**config.mk**
```make
export PLATFORM = sky130hd
export DESIGN_NAME = if_fetch
export DESIGN_NICKNAME = d
export VERILOG_FILES = /design/src/rtl/if_fetch_pkg.sv /design/src/rtl/if_fetch.sv
export SDC_FILE = /design/constraint.sdc
export NUM_CORES = 1
export LEC_CHECK = 0
export ABC_CLOCK_PERIOD_IN_PS = 2900
export BUFFER_PORTS_ARGS = -buffer_cell sky130_fd_sc_hd__buf_2
export CAP_MARGIN = 10
export CORE_UTILIZATION = 45
export CTS_CLUSTER_SIZE = 14
export DETAILED_ROUTE_END_ITERATION = 16
export PLACE_DENSITY = 0.83
export SETUP_SLACK_MARGIN = 0.02
export SYNTH_ARGS = -nofsm -noshare
export SYNTH_HDL_FRONTEND = slang
export SYNTH_SLANG_ARGS = --single-unit
```
**constraint.sdc**
```tcl
create_clock -name clk -period 2.9 [get_ports clk]
set_input_delay 0 -clock clk [delete_from_list [all_inputs] [get_ports clk]]
set_output_delay 0 -clock clk [all_outputs]
set_load 0.02 [all_outputs]
```
**src/rtl/if_fetch_pkg.sv**
```systemverilog
// Shared types and constants for the instruction-fetch front end.
package if_fetch_pkg;

    typedef enum logic [1:0] {
        IfIdle    = 2'd0,
        IfIssue   = 2'd1,
        IfWait    = 2'd2,
        IfDiscard = 2'd3
    } if_state_e;

    localparam logic [31:0] IfResetPcDefault = 32'h0000_0000;
    localparam logic [31:0] IfInstBytes      = 32'd4;

    function automatic logic [31:0] align_pc(input logic [31:0] pc);
        return {pc[31:2], 2'b00};
    endfunction

endpackage

```
**src/rtl/if_fetch.sv**
```systemverilog
// Instruction fetch: sequential PC, single-outstanding Icache requests, and an
// output register towards ID with stall hold and redirect flush.
module if_fetch
    import if_fetch_pkg::*;
#(
    parameter logic [31:0] RESET_PC = IfResetPcDefault
) (
    input  logic        clk,
    input  logic        rst_n,
    output logic        if_Icache_req_o,
    output logic [31:0] if_Icache_addr_o,
    input  logic        Icache_ready_i,
    input  logic        Icache_data_valid_i,
    input  logic [31:0] Icache_inst_i,
    output logic [31:0] if_inst_o,
    output logic [31:0] if_pc_o,
    output logic        if_inst_valid_o,
    input  logic        fc_stall_if_i,
    input  logic        fc_redirect_i,
    input  logic [31:0] fc_redirect_pc_i
);

    if_state_e   state_q, state_d;
    logic [31:0] pc_q, pc_d;
    logic [31:0] inst_q, inst_d;
    logic [31:0] out_pc_q, out_pc_d;
    logic        valid_q, valid_d;
    logic        req;
    logic        load;
    logic [31:0] redirect_pc;

    assign redirect_pc = align_pc(fc_redirect_pc_i);

    always_comb begin
        state_d = state_q;
        pc_d    = pc_q;
        req     = 1'b0;
        load    = 1'b0;
        unique case (state_q)
            IfIdle: begin
                state_d = IfIssue;
            end
            IfIssue: begin
                req = !(valid_q && fc_stall_if_i);
                if (fc_redirect_i) begin
                    pc_d = redirect_pc;
                    // The old address was already accepted; its response must be dropped.
                    if (req && Icache_ready_i) begin
                        state_d = IfDiscard;
                    end
                end else if (req && Icache_ready_i) begin
                    state_d = IfWait;
                end
            end
            IfWait: begin
                if (fc_redirect_i) begin
                    pc_d    = redirect_pc;
                    state_d = Icache_data_valid_i ? IfIssue : IfDiscard;
                end else if (Icache_data_valid_i) begin
                    load    = 1'b1;
                    pc_d    = pc_q + IfInstBytes;
                    state_d = IfIssue;
                end
            end
            IfDiscard: begin
                if (fc_redirect_i) begin
                    pc_d = redirect_pc;
                end
                if (Icache_data_valid_i) begin
                    state_d = IfIssue;
                end
            end
            default: begin
                state_d = IfIdle;
            end
        endcase
    end

    // Redirect flushes the output ahead of both a new response and a stall hold.
    always_comb begin
        valid_d  = valid_q;
        inst_d   = inst_q;
        out_pc_d = out_pc_q;
        if (fc_redirect_i) begin
            valid_d = 1'b0;
        end else if (load) begin
            valid_d  = 1'b1;
            inst_d   = Icache_inst_i;
            out_pc_d = pc_q;
        end else if (valid_q && !fc_stall_if_i) begin
            valid_d = 1'b0;
        end
    end

    always_ff @(posedge clk or negedge rst_n) begin
        if (!rst_n) begin
            state_q  <= IfIdle;
            pc_q     <= RESET_PC;
            inst_q   <= 32'h0;
            out_pc_q <= 32'h0;
            valid_q  <= 1'b0;
        end else begin
            state_q  <= state_d;
            pc_q     <= pc_d;
            inst_q   <= inst_d;
            out_pc_q <= out_pc_d;
            valid_q  <= valid_d;
        end
    end

    assign if_Icache_req_o  = req;
    assign if_Icache_addr_o = pc_q;
    assign if_inst_o        = inst_q;
    assign if_pc_o          = out_pc_q;
    assign if_inst_valid_o  = valid_q;

endmodule
```
==> metrics.yaml, run 1 <==
status: "completed"
antenna_cells: 0
antenna_found_initial: 0
synth_warnings: 0
drtIter0Drc: 264
gp_congestion: 0.827
syn_area_um2: 4590
top_usage_layer: "met2"
pre_cts_slack_ns: 0.848
ios: 168
async_reset_ff_frac: 1.00
worst_slack_ns: 0.794
yosys.area.top_type: "dfrtp_1"
cts_tree: "done"
skew_ns: 0.0130
portBuffers: 161
grt_max_degree: 90
ys_seq_area_frac: 0.518
nNetsFinal: 691
ctsResizeCount: 0
hold_class: "primary input to register"
dp_hpwl_mm: 8.09
synth_top_area_share: 0.518
use_met2: 0.418
final_hold_viol_count: 0
avgSynthCellArea_um2: 11.1
ir_worst_vdd_mv: 0.505
grt_pass1_vias: 4018
post_drt_wl_per_cell_um: 17.3
endpoint_kind: "register"
setup_violations: 0
met1_usage: 0.302
cap_violations: 0
ys_top_cells_by_count: "dfrtp_1 (95), mux2_2 (60), nand2_1 (24)"
worst-slew-pin-transition_ns: 0.701
rsz0062_at_grt: "false"
htreeDepth: 3
die_h_um: 103
syn_to_final_growth_pct: 37.0
drc: 0
maxSlewViolCount: 0
synth.distinct_cells: 52
grt.total_usage: 0.245
vias: 4290
met3_usage: 0.0373
critPathRequiredTime_ns: 3.18
dieArea_um2: 10600
setup-tns-final_ns: 0
cts_sinks: 95
cts_setup_buffers: 0
ant_nets: 0
path_max_fanout: 7
die_w_um: 103
core-area_um2: 9820
maxSlewHeadroom: 0.533
grt_pass1_wl_mm: 19.7
critPathArrivalTime_ns: 2.39
synthFlopType: "dfrtp_1"
powerDensity_nw_per_um2: 775
period_needed_ns: 2.11
path_class: "register to register"
synthCells: 412
drive_above_1_share: 0.416
ys_ff_latch: 95
postRouteWirelength_mm: 13.1
std_cell_rows: 36
yosys.cell_count.top_type: "dfrtp_1"
hold_buffers: 58
clockBufferDepth: 2
startpoint_type: "register"
via_per_inst: 5.66
synth_area_leaders: "dfrtp_1 (52%), mux2_2 (15%), a21oi_1 (2.2%), o21ai_0 (2.2%), nand4_1 (2.0%)"
gr-total-overflow: 0
cts-root-buf: "clkbuf_8"
fmax_mhz: 475
cts_buffers: 9
clk_latency_ns: 0.37
synth-edff-count: 0
dr.pass1.iters: 4
clk_pin_slew_ns: 0.10
period_share: 0.726
p_leak_uw: 0.00293
start_util: 0.467
-- critical path, cell delays in order, from the launching register on --
cell and delay, ns:
dfrtp_1 0.48, ha_1 0.26, nand3_2 0.18, nor4_2 0.67
a311oi_1 0.19, a211oi_1 0.24
-- flip-flops by register name, summed over array words and instances, names as in the netlist --
name	flops
if_inst_o	32
if_Icache_addr_o	30
if_pc_o	30
state_q	2
if_inst_valid_o	1
-- metrics by stage --
step / utilization / cell area [um2] / instances / hold slack (ns) / power (uW)
2_1_floorplan: - / 4600 / 415 / -0.296 / 3250
3_3_place_gp: 0.560 / 5500 / 683 / 0.230 / 3880
3_5_place_dp: 0.560 / 5500 / 683 / 0.237 / 3960
4_1_cts: 0.637 / 6260 / 757 / 0.000902 / 4850
5_1_grt: 0.640 / 6290 / 758 / 0.0196 / 5120
6_report: 0.640 / 6290 / 758 / 0.0120 / 4870
-- routing by layer --
metal / vias to the layer above / wire length, um
met2: 199 / 6870
met3: 42 / 818
met4: 0 / 461
met5: - / 0
met1: 2095 / 4970
li1: 1954 / -
-- area by class of cell --
class                           instances  area [um2]
Fill cell                             798        3530
Sequential cell                        95        2380
Multi-Input combinational cell        280        2050
Timing Repair Buffer                  228        1490
Tap cell                              133         166
Clock buffer                           10         128
Clock inverter                          6        53.8
Inverter                                6        22.5
-- cell families after synthesis --
kind of cell	Yosys count	share of synthesized area
AND/OR/NAND/NOR	126	0.159
flip-flops	95	0.518
AO/OA/AOI/OAI	88	0.127
multiplexers	61	0.149
buffers and inverters	40	0.0425
adder cells (fa/ha/maj)	1	0.00273
other	1	0.000817
-- report_power, final --
group	total (uW)	switching, uW	internal [uW]
sequential	2130	360	1770
combinational	1900	1120	784
clock	843	515	327
total	4870	1990	2880
-- placed cells by master (no fill, tap or decap), types with 5 or more instances in the layout --
cell	n
buf_2	160
dfrtp_1	95
mux2_2	60
dlygate4sd3_1	58
nand2_1	24
nor2_1	21
o21ai_0	20
a21oi_1	19
nand3_1	17
nand4_1	15
clkbuf_8	9
buf_4	8
nor3_1	7
o32ai_1	7
inv_1	6
nor4_1	6
and4_1	6
a211oi_1	6
nor3b_1	6
and3_1	5
a2bb2oi_1	5
o22ai_1	5
-- worst paths after layout --
kind                       slack [ns]  depth (start not counted)                   end                 start
hold reg to reg                  0.51                          1         if_inst_o[29]         if_inst_o[29]
setup reg to reg                 0.79                          5  if_Icache_addr_o[26]   if_Icache_addr_o[2]
max in group asynchronous        2.03                          4         if_inst_o[29]                 rst_n
min in group asynchronous        0.07                          2          if_inst_o[4]                 rst_n
setup / recovery                 0.79                          5  if_Icache_addr_o[26]   if_Icache_addr_o[2]
hold / removal                   0.01                          4  if_Icache_addr_o[22]  fc_redirect_pc_i[22]
Note: power is estimated with default switching activity, not from simulation.
==> run 2: changes to the inputs <==
--- a/config.mk
+++ b/config.mk
@@ -5,7 +5,7 @@
 export SDC_FILE = /design/constraint.sdc
 export NUM_CORES = 1
 export LEC_CHECK = 0
-export ABC_CLOCK_PERIOD_IN_PS = 2900
+export ABC_CLOCK_PERIOD_IN_PS = 2000
 export BUFFER_PORTS_ARGS = -buffer_cell sky130_fd_sc_hd__buf_2
 export CAP_MARGIN = 10
 export CORE_UTILIZATION = 45
==> constraint.sdc (replaced) <==
create_clock -name clk -period 2 [get_ports clk]
set_input_delay 0 -clock clk [delete_from_list [all_inputs] [get_ports clk]]
set_output_delay 0 -clock clk [all_outputs]
set_load 0.02 [all_outputs]
==> run 2 against run 1 <==
  * Cell area is 1.1% higher
  * First-iteration DRC count is 4.9% lower
  * Global-route usage is 0.36 points higher
  * Setup slack worse by 0.56 ns
  * Critical path depth stayed put
  * Register-to-register slack worse by 0.56 ns
  * Wire length is 2.6% lower
  * Clock-buffer cell count stayed put
  * Clock power is 36% higher
  * Maximum frequency is 19% higher
  * Sequential power is 45% higher
==> metrics.yaml, run 2 (synthesized netlist as in run 1, its figures left out) <==
cts_buffers: 9  # unchanged
via_per_inst: 5.54  # -2.1%
critPathArrivalTime_ns: 2.07  # -0.32 ns
dp_hpwl_mm: 8.38  # +3.6%
maxSlewHeadroom: 0.555  # +0.0227
startpoint: "if_Icache_addr_o[2]"
period_needed_ns: 1.76  # -0.343 ns
intPower_uw: 4180  # +45%
rrSetupSlack_ns: 0.24  # -0.56 ns
p_leak_uw: 0.00297  # +1.3%
final_hold_viol_count: 0  # unchanged
largest_reg_flops: 32  # unchanged
clk_pin_slew_ns: 0.09  # about the same
gr-total-overflow: 0  # unchanged
dpl-instance-area_um2: 5610  # +2.0%
critPathRequiredTime_ns: 2.30  # -0.88 ns
multi_input_area_um2: 2050  # unchanged
final_common_cell: "buf_2"
powerDensity_nw_per_um2: 1100  # +42%
rsz0062_at_grt: "false"
ios: 168  # unchanged
rr_endpoint: "if_Icache_addr_o[24]"
grt_pass1_vias: 4202  # +4.6%
syn_to_final_growth_pct: 38.4
drc: 0  # unchanged
path_max_fanout: 7  # unchanged
final_cell_mix: "buf_2 (160), dfrtp_1 (93), mux2_2 (60)"
portBuffers: 161  # unchanged
power_frac_comb: 0.396  # +0.006
period_share: 0.882  # +0.155
power_frac_seq: 0.440  # +0.003
dieArea_um2: 10600  # unchanged
die_h_um: 103  # unchanged
worst-slew-pin-transition_ns: 0.667  # -0.0340 ns
ant_nets: 0  # unchanged
antenna_found_initial: 0  # unchanged
start_util: 0.467  # unchanged
worstReg2RegStart: "if_Icache_addr_o[2]"
grt.total_usage: 0.249  # +0.00358
setup_violations: 0  # unchanged
dr.pass1.iters: 5  # +1
clockPowerShare: 0.164  # -0.009
clockBufferDepth: 2  # unchanged
seq_area_um2: 2380  # +0.11%
drive_above_1_share: 0.426  # +0.0103
finalInstanceArea_um2: 6350  # +1.1%
core-area_um2: 9820  # unchanged
grt_max_degree: 51  # -43%
postRouteWirelength_mm: 12.8  # -2.6%
skew_ns: 0.00902  # -0.00397 ns
status: "completed"
maxSlewViolCount: 0  # unchanged
whs_endpoint: "if_Icache_addr_o[14]"
whs_path_depth: 3  # -1
std_cell_rows: 36  # unchanged
endpoint_kind: "register"
cts_tree: "done"
path_class: "register to register"
cts-root-buf: "clkbuf_8"
clk_latency_ns: 0.36  # about the same
startpoint_type: "register"
antenna_cells: 0  # unchanged
p_sw_uw: 2830  # +42%
rr_worst_depth: 5  # unchanged
nNetsFinal: 697  # +0.87%
gp_congestion: 0.902  # +9.1%
drtIter0Drc: 251  # -4.9%
htreeDepth: 3  # unchanged
fmax_mhz: 567  # +19%
grt_pass1_wl_mm: 20.0  # +1.3%
vias: 4231  # -1.4%
min-delay-start: "fc_redirect_pc_i[14]"
setup-tns-final_ns: 0  # unchanged
cts_sinks: 95  # unchanged
ir_worst_vdd_mv: 0.659  # +30%
swShare: 0.403  # -0.00586
post_drt_wl_per_cell_um: 16.7  # -3.3%
cap_violations: 0  # unchanged
nFillCells: 768  # -3.8%
hold_class: "primary input to register"
die_w_um: 103  # unchanged
run 2: cell count changes in the layout (fill, tap and decap cells not counted), moves of 2 or more:
cell        change
buf_12          +4
buf_4           +4
clkinv_2        +2
clkinv_4        +2
clkinvlp_4      -2
dfrtp_1         -2
dfrtp_2         +2
run 2: layout make-up:
class,instances,area share
Sequential cell,95,0.375
Multi-Input combinational cell,280,0.323
Timing Repair Buffer,234,0.246
Tap cell,133,0.0262
Clock buffer,10,0.0201
Clock inverter,6,0.00729
Inverter,6,0.00354
run 2: metrics by stage:
| step | hold slack, ns | power [uW] | util | instances | setup slack [ns] |
|---|---|---|---|---|---|
| after floorplan | -0.296 | 4710 | - | 415 | 0.162 |
| after global placement | 0.0661 | 5660 | 0.571 | 691 | 0.273 |
| after detailed placement | 0.0740 | 5770 | 0.571 | 691 | 0.210 |
| after CTS | 0.00768 | 7010 | 0.647 | 764 | 0.191 |
| after global routing | 0.00983 | 7430 | 0.647 | 764 | 0.0653 |
| final | 0.0186 | 7010 | 0.647 | 764 | 0.237 |
run 2: how the worst max path moves through the flow:
| stage | to | slack (ns) | cells past startpoint |
|---|---|---|---|
| 6_report | if_Icache_addr_o[24] | 0.24 | 5 |
| 4_1_cts | if_Icache_addr_o[26] | 0.19 | 6 |
| 3_3_place_gp | if_Icache_addr_o[24] | 0.27 | 5 |
| 5_1_grt | if_Icache_addr_o[26] | 0.07 | 6 |
| 3_5_place_dp | if_Icache_addr_o[26] | 0.21 | 6 |
| 2_1_floorplan | if_Icache_addr_o[24] | 0.16 | 6 |
run 2: routing by layer:
metal	track usage	share of wire	vias up
met3	0.0549	0.056	28
met1	0.299	0.40	2072
met5	0	0	-
li1	-	-	1963
met4	0.115	0.024	0
met2	0.427	0.52	168
run 2: critical path, stage by stage, from the launching register on:
cell	delay, ns
dfrtp_2	0.44
ha_1	0.24
and3_1	0.26
nand4_4	0.15
or4b_1	0.53
nand3_1	0.09
run 2: power by group through the flow:
stage / Sequential (uW) / Clock, uW / Combinational (uW)
floorplan: 3820 / 0 / 888
global placement: 3040 / 0 / 2620
detailed placement: 3090 / 0 / 2670
CTS: 3060 / 1180 / 2770
global route: 3180 / 1260 / 2990
finish: 3080 / 1150 / 2780
run 2: what timing repair did:
action | in CTS | in global routing
endpoints found under the hold margin | 103 | 0
gates resized for setup | 0 | 2
endpoints found under the setup margin | 0 | 1
hold buffers | 57 | 0
buffers inserted | 0 | 0
